==> src/rtl/moment_divider.sv <==
// Signed fixed-point divider: ux = pux / p and uy = puy / p, computed in parallel by radix-2
// restoring division with a shared divisor and iteration counter.
//
// state  | meaning
// IDLE   | waiting for div_start
// LOAD   | form signs, magnitudes and shifted dividends, clear accumulators
// ITER   | one restoring-division step per cycle, N cycles
// FINISH | saturate, apply sign, register results
// DONE   | div_valid pulse; a new div_start chains straight into LOAD
module moment_divider #(
    parameter int DATA_WIDTH = 64,
    parameter int FRAC_BITS  = 32
) (
    input  logic                         Clk,
    input  logic                         Reset,
    input  logic                         div_start,
    input  logic signed [DATA_WIDTH-1:0] pux,
    input  logic signed [DATA_WIDTH-1:0] puy,
    input  logic signed [DATA_WIDTH-1:0] p,
    output logic signed [DATA_WIDTH-1:0] ux_quot,
    output logic signed [DATA_WIDTH-1:0] uy_quot,
    output logic                         div_valid,
    output logic                         div_busy,
    output logic                         div_by_zero
);
    localparam int DW    = DATA_WIDTH;
    localparam int N     = DATA_WIDTH + FRAC_BITS;
    localparam int CNT_W = $clog2(N);
    localparam logic [CNT_W-1:0] CNT_LAST = CNT_W'(N - 1);

    typedef enum logic [2:0] {S_IDLE, S_LOAD, S_ITER, S_FINISH, S_DONE} state_t;

    state_t           state;
    logic [DW-1:0]    op_x, op_y, op_p, mag_p;
    logic             sx, sy, zero_flag;
    logic [N-1:0]     dvd_x, dvd_y, quot_x, quot_y;
    logic [DW-1:0]    rem_x, rem_y;
    logic [CNT_W-1:0] cnt;
    logic [DW:0]      trial_x, trial_y;
    logic [DW-1:0]    rem_x_nxt, rem_y_nxt;
    logic             ge_x, ge_y;

    function automatic logic [DW-1:0] magnitude(input logic [DW-1:0] v);
        return v[DW-1] ? (~v + 1'b1) : v;
    endfunction

    // Symmetric saturation to +/-(2^(DW-1)-1), then sign applied (truncation toward zero).
    function automatic logic [DW-1:0] apply_sign(input logic [N-1:0] q, input logic s);
        logic [DW-1:0] m;
        m = (|q[N-1:DW-1]) ? {1'b0, {(DW-1){1'b1}}} : q[DW-1:0];
        return s ? (~m + 1'b1) : m;
    endfunction

    // The remainder is always below |p| <= 2^(DW-1) after a step, so DW bits hold it;
    // only the shifted trial value needs the extra bit.
    always_comb begin
        trial_x   = {rem_x, dvd_x[N-1]};
        trial_y   = {rem_y, dvd_y[N-1]};
        ge_x      = trial_x >= {1'b0, mag_p};
        ge_y      = trial_y >= {1'b0, mag_p};
        rem_x_nxt = ge_x ? DW'(trial_x - {1'b0, mag_p}) : trial_x[DW-1:0];
        rem_y_nxt = ge_y ? DW'(trial_y - {1'b0, mag_p}) : trial_y[DW-1:0];
    end

    always_ff @(posedge Clk or negedge Reset) begin
        if (!Reset) begin
            state       <= S_IDLE;
            op_x        <= '0;
            op_y        <= '0;
            op_p        <= '0;
            mag_p       <= '0;
            sx          <= 1'b0;
            sy          <= 1'b0;
            zero_flag   <= 1'b0;
            dvd_x       <= '0;
            dvd_y       <= '0;
            quot_x      <= '0;
            quot_y      <= '0;
            rem_x       <= '0;
            rem_y       <= '0;
            cnt         <= '0;
            ux_quot     <= '0;
            uy_quot     <= '0;
            div_valid   <= 1'b0;
            div_busy    <= 1'b0;
            div_by_zero <= 1'b0;
        end else begin
            div_valid <= 1'b0;
            case (state)
                S_IDLE, S_DONE: begin
                    if (div_start) begin
                        op_x     <= pux;
                        op_y     <= puy;
                        op_p     <= p;
                        div_busy <= 1'b1;
                        state    <= S_LOAD;
                    end else begin
                        state <= S_IDLE;
                    end
                end
                S_LOAD: begin
                    sx        <= op_x[DW-1] ^ op_p[DW-1];
                    sy        <= op_y[DW-1] ^ op_p[DW-1];
                    mag_p     <= magnitude(op_p);
                    dvd_x     <= {magnitude(op_x), {FRAC_BITS{1'b0}}};
                    dvd_y     <= {magnitude(op_y), {FRAC_BITS{1'b0}}};
                    rem_x     <= '0;
                    rem_y     <= '0;
                    quot_x    <= '0;
                    quot_y    <= '0;
                    zero_flag <= (op_p == '0);
                    cnt       <= CNT_LAST;
                    state     <= S_ITER;
                end
                S_ITER: begin
                    rem_x  <= rem_x_nxt;
                    rem_y  <= rem_y_nxt;
                    quot_x <= {quot_x[N-2:0], ge_x};
                    quot_y <= {quot_y[N-2:0], ge_y};
                    dvd_x  <= dvd_x << 1;
                    dvd_y  <= dvd_y << 1;
                    cnt    <= cnt - 1'b1;
                    if (cnt == '0) state <= S_FINISH;
                end
                S_FINISH: begin
                    ux_quot     <= zero_flag ? '0 : apply_sign(quot_x, sx);
                    uy_quot     <= zero_flag ? '0 : apply_sign(quot_y, sy);
                    div_by_zero <= zero_flag;
                    div_valid   <= 1'b1;
                    div_busy    <= 1'b0;
                    state       <= S_DONE;
                end
                default: state <= S_IDLE;
            endcase
        end
    end
endmodule
==> config.mk <==
export PLATFORM = sky130hd
export DESIGN_NAME = moment_divider
export DESIGN_NICKNAME = d
export VERILOG_FILES = /design/src/rtl/moment_divider.sv
export SDC_FILE = /design/constraint.sdc
export NUM_CORES = 2
export LEC_CHECK = 0
export BUFFER_PORTS_ARGS = -buffer_cell sky130_fd_sc_hd__buf_2
export CAP_MARGIN = 20
export CORE_UTILIZATION = 50
export DETAILED_ROUTE_END_ITERATION = 10
export HOLD_SLACK_MARGIN = 0.15
export PLACE_DENSITY = 0.67
export SETUP_SLACK_MARGIN = 0.3
export SYNTH_ARGS = -nofsm -noshare
export SYNTH_HDL_FRONTEND = slang
export SYNTH_SLANG_ARGS = --single-unit
==> constraint.sdc <==
create_clock -name Clk -period 7.7 [get_ports Clk]
set_clock_uncertainty 0.15 [all_clocks]
set_input_delay 0.385 -clock Clk [delete_from_list [all_inputs] [get_ports Clk]]
set_output_delay 0.385 -clock Clk [all_outputs]
set_load 0.05 [all_outputs]
After elaboration in Yosys (flattened, before gate mapping)
Index checks and enable logic that the tools add are counted.

cells by class
  $add $sub $neg = 8
  $lt $le $gt $ge = 2
  equal/unequal tests = 6
  mux-type cells = 24
  bitwise logic cells = 7
  reductions and logical operators = 10

operator list
  cell                                                                number
  96-bit one-hot mux with 2 select lines                              4
  64-bit two-way mux                                                  11
  64-bit by 1-bit adder with 64-bit output, second input constant     5
  64-bit inverter                                                     5
  64-bit one-hot mux with 2 select lines                              2
  65-bit by 64-bit >= comparator with 1-bit output                    2
  64-bit subtractor                                                   2
  33-bit OR reduction                                                 2
  64-bit zero test                                                    1
  7-bit one-hot mux with 2 select lines                               1
  3-bit one-hot mux with 4 select lines                               1
  7-bit zero test                                                     1
  7-bit by 1-bit subtractor with 7-bit output, second input constant  1
  3-bit by 2-bit == test with 1-bit output, second input constant     2
  2-bit inequality test, second input constant                        2
  2-bit AND reduction                                                 2
  2-bit nonzero test                                                  2
  3-bit by 1-bit == test with 1-bit output, second input constant     1
  3-bit == test, second input constant                                1
  3-bit zero test                                                     1
  1-bit two-way mux                                                   3
  3-bit two-way mux                                                   1
  1-bit one-hot mux with 2 select lines                               1
  2-bit OR reduction                                                  1
  1-bit XOR                                                           2

word-level totals
  register bits = 912
  input port bits = 195

Depth between registers and ports, before layout
  depth in word-level cells = 6
  mapped depth = 19

Worst setup path after synthesis
Ideal clock, no wire load.

  path type = register to register
  start = reg quot_y[93]
  end = reg uy_quot[56]
  library setup time = 0.133 ns
  arrival = 4.485 ns
  path slack = 2.932 ns
  stages on the path, launching flop included = 18
  path buffers = 3
  cells stage by stage = dfrtp_1 > nor4_1 > nand4_1 > or3_1 > clkbuf_1 > clkbuf_1 > buf_1 > nor2_1 > ha_1 > nand4bb_1 > or3_1 > nor4_2 > nand2_1 > nor4_1 > nand4_1 > or4_1 > a221oi_1 > o21ai_0

between the ends
  longest elaborated chain between the ends = 6

RTL lines
  element                                   line  text
  start: declaration                        36    logic [N-1:0] dvd_x, dvd_y, quot_x, quot_y;
  start signal: assignment                  119   quot_y <= {quot_y[N-2:0], ge_y};
  33-bit OR reduction *                     50    m = (|q[N-1:DW-1]) ? {1'b0, {(DW-1){1'b1}}} : q[DW-1:0];
  64-bit two-way mux *                      50
  64-bit inverter                           51    return s ? (~m + 1'b1) : m;
  64-bit by 1-bit adder with 64-bit output  51
  64-bit two-way mux *                      51
  64-bit two-way mux *                      127   uy_quot <= zero_flag ? '0 : apply_sign(quot_y, sy);
  end signal: assignment                    127
  end: declaration                          21    output logic signed [DATA_WIDTH-1:0] uy_quot,

Mark *: on every way between the ends. The rest lies on a longest branch, timed or not.
A chain may end at the register's enable or synchronous reset.

Worst setup path after layout
  start = reg quot_y[65]
  end = reg uy_quot[56]

The elaborated chain is that of the path after synthesis.

==> flow_summary.ini <==
[run_status]
outcome = finished clean

[floorplan]
io_pins = 326
initial_core_util = 0.5053
rows = 112
dieArea_mm2 = 0.09570
core-area_mm2 = 0.09347
die_x_um = 309.4
die_h_um = 309.4

[setup_path]
cpPeakStageDelay_ns = 0.61
critPathKind = reg -> reg
cp.depth = 15
cp-end-kind = register
cp.required_ns = 8.08
worstPathMaxFanout = 42
worst-path-buf-inv = 1
arrival_ns = 5.85
path_cells = nor4_1, nand4_1, or3_1, buf_4, nor2_1, ha_1, nand4bb_1, or3_1, nor4_2, nand2_1, nor4_1, nand4_1, or4_1, a221oi_1, o21ai_0
ff2ff_path_depth = 15
cp-start-kind = register
crit_family = simple AND/OR/NAND/NOR gates
critPathSlowestCell = nor4_2

[logic_synthesis]
synth_warnings = 0
synth_edf_count = 0
syn_avg_cell_area_um2 = 9.492
synthArstFlopShare = 1.000
syn-cell-area_mm2 = 0.04723
ys_ff_latch = 848
yosysUniqueCellTypes = 76
syn_inst = 4976
synth_nets = 5308
yosysSeqAreaShare = 0.4493
synth-main-ff-cell = dfrtp_1

[global_route]
antenna_found_initial = 6
grt_overflow = 0
grt_max_degree = 200
grt_use_total = 0.2632
grt_pass1_wl_mm = 204.9
grt_pass1_vias = 37610

[pwr]
power_frac_seq = 0.283
power_density_mw_per_mm2 = 469.8
p_int_w = 0.01432
switching_share = 0.4490
ir_drop_v = 0.0004401
p_leak_nw = 25.26
p_comb_frac = 0.518
p_clk_frac = 0.199
p_switching_w = 0.01166

[clock_network]
clockBufferDepth = 3
cts_root_buffer = clkbuf_16
clock_sinks = 848
htree_levels = 3
postCtsSetupBuffers = 0
path_clk_slew_ns = 0.06
tritoncts = yes
numCtsBuffers = 97
clkLatencyLatePin_ns = 0.68

[hold_path]
min_path_cells = 2
hold_class = reg -> reg

[final_layout]
layout-drive-gt1-share = 0.1465
finish.net_count = 5645
n_fill_cell = 8063
mostFrequentLayoutCells = 843 x dfrtp_1, 620 x o21ai_0, 554 x nand2_1, 324 x buf_2, 277 x nor2_1
layout_commonest_cell = dfrtp_1
syn_to_final_growth_pct = 17.08
multiInputGateArea_mm2 = 0.02439
register_area_mm2 = 0.02123

[detailed_routing]
drt_drc_violations_left = 0
num_vias = 39470
first_pass_iters = 5
avgRoutedWirePerCell_um = 19.25
drtAntennaViolNets = 0
vias_per_cell = 5.932
wirelength_mm = 128.1
drtIter0Drc = 2891

[sta]
hold_slack_ns = 0.3186
slew_viol_final = 0
worst_pin_slew_ns = 1.081
period_minus_slack_ns = 5.471
finalHoldViolations = 0
rsz0062_at_grt = no
setup_viol = 0
max_freq_ghz = 0.1828
finalCritPeriodShare = 0.7106
relSlewSlack = 0.2777
setup_tns_ns = 0

[placement]
place_congestion = 0.8974
portBuffers = 325
hpwl_mm = 84.13

[flow_run]
maxCapViolCount = 0
## worst register-to-register path, stage by stage, from the launching register on
cell	delay, ns
dfrtp_1	0.39
nor4_1	0.33
nand4_1	0.16
or3_1	0.40
buf_4	0.28
nor2_1	0.20
ha_1	0.21
nand4bb_1	0.15
or3_1	0.40
nor4_2	0.61
nand2_1	0.31
nor4_1	0.61
nand4_1	0.29
or4_1	0.49
a221oi_1	0.27
o21ai_0	0.10
## power groups by stage
stage,Combinational [W],Clock [W],Sequential [W]
2_1_floorplan,0.00970,0,0.00754
3_3_place_gp,0.0130,0,0.00735
3_5_place_dp,0.0132,0,0.00740
4_1_cts,0.0134,0.00527,0.00734
5_1_grt,0.0149,0.00545,0.00758
6_report,0.0134,0.00517,0.00736
## through the flow
stage / power, W / std cells / instance area (um^2) / setup WS (ns) / util
4_1_cts: 0.02597 / 6647 / 55260 / 2.238 / 0.5912
3_3_place_gp: 0.02037 / 6270 / 49630 / 2.349 / 0.5310
5_1_grt: 0.02788 / 6652 / 55290 / 1.705 / 0.5916
6_report: 0.02598 / 6654 / 55300 / 2.229 / 0.5916
3_5_place_dp: 0.02059 / 6270 / 49630 / 2.248 / 0.5310
2_1_floorplan: 0.01724 / 4976 / 47230 / 2.932 / -
## worst paths after layout
check                      slack [ns]                      end                     from
min                              0.32  ux_quot[33]$_DFFE_PN0P_  ux_quot[33]$_DFFE_PN0P_
max                              2.23  uy_quot[56]$_DFFE_PN0P_   quot_y[65]$_DFFE_PN0P_
min in group asynchronous        0.69   quot_x[33]$_DFFE_PN0P_                    Reset
max reg2reg                      2.23  uy_quot[56]$_DFFE_PN0P_   quot_y[65]$_DFFE_PN0P_
max in group asynchronous        4.87     op_p[63]$_DFFE_PN0P_                    Reset
min reg2reg                      0.32  ux_quot[33]$_DFFE_PN0P_  ux_quot[33]$_DFFE_PN0P_
## timing repair
item	CTS	global route
hold buffers	197	0
gates resized for setup	0	0
endpoints found under the hold margin	342	0
## state kept, by name (all words and copies together), names as in the netlist, 3 cells and up
signal   flops
quot_y      96
rem_y       64
rem_x       64
mag_p       64
cnt          7
dvd_y       64
uy_quot     64
quot_x      96
ux_quot     64
dvd_x       64
op_p        64
op_y        64
op_x        64
state        3
## routing by layer
metal / global-route usage / up-vias / wire (um) / part of all wire
met5: 0 / - / 27 / 0.00021
met4: 0.07840 / 4 / 3432 / 0.027
met3: 0.03743 / 203 / 6290 / 0.049
met2: 0.4188 / 1057 / 59480 / 0.46
met1: 0.3727 / 19350 / 58890 / 0.46
li1: - / 18850 / - / -
## cell usage after synthesis, types with 7 or more instances
cell type | number | area share
and3_1 | 18 | 0.0024
or4_1 | 56 | 0.0089
a211oi_1 | 56 | 0.0089
a21o_1 | 73 | 0.012
a22o_1 | 212 | 0.039
dfrtp_1 | 848 | 0.45
clkbuf_1 | 302 | 0.024
and2_1 | 8 | 0.0011
nor4_1 | 38 | 0.0050
a221oi_1 | 31 | 0.0057
mux2_2 | 187 | 0.045
nor2b_1 | 21 | 0.0028
xor2_1 | 229 | 0.042
o31ai_1 | 89 | 0.014
nor2_1 | 280 | 0.022
nor3_1 | 70 | 0.0074
o21a_1 | 24 | 0.0038
or3_1 | 91 | 0.012
nand3_1 | 47 | 0.0050
a31oi_1 | 17 | 0.0023
buf_1 | 22 | 0.0017
inv_1 | 116 | 0.0092
nand4_1 | 52 | 0.0069
a21oi_1 | 192 | 0.020
or3b_2 | 7 | 0.0013
ha_1 | 135 | 0.036
nand2_1 | 555 | 0.044
nand2b_1 | 30 | 0.0040
or2_2 | 23 | 0.0030
o41ai_1 | 44 | 0.0082
a31o_2 | 10 | 0.0019
nor3b_1 | 18 | 0.0029
o21ai_0 | 620 | 0.066
mux2i_1 | 58 | 0.012
xnor2_1 | 128 | 0.024
o221ai_1 | 7 | 0.0013
a22oi_1 | 137 | 0.022
a21boi_0 | 13 | 0.0021
o211ai_1 | 7 | 0.0011
o21bai_1 | 18 | 0.0029
## kinds of logic after synthesis
kind of cell,after synthesis,share of synthesized area
compound gates,1604,0.2211
simple gates,1342,0.1347
flops,848,0.4493
buf+inv,443,0.03529
xor+xnor,357,0.06620
mux,245,0.05688
fa+ha+maj,137,0.03661
## area by class of cell
type / count / share of cell area
Antenna cell: 6 / 0.0002715
Clock buffer: 139 / 0.05279
Clock inverter: 41 / 0.01321
Inverter: 116 / 0.007874
Multi-Input combinational cell: 3685 / 0.4410
Sequential cell: 848 / 0.3839
Tap cell: 1254 / 0.02837
Timing Repair Buffer: 565 / 0.07259
Power figures use the tool's default switching activity.
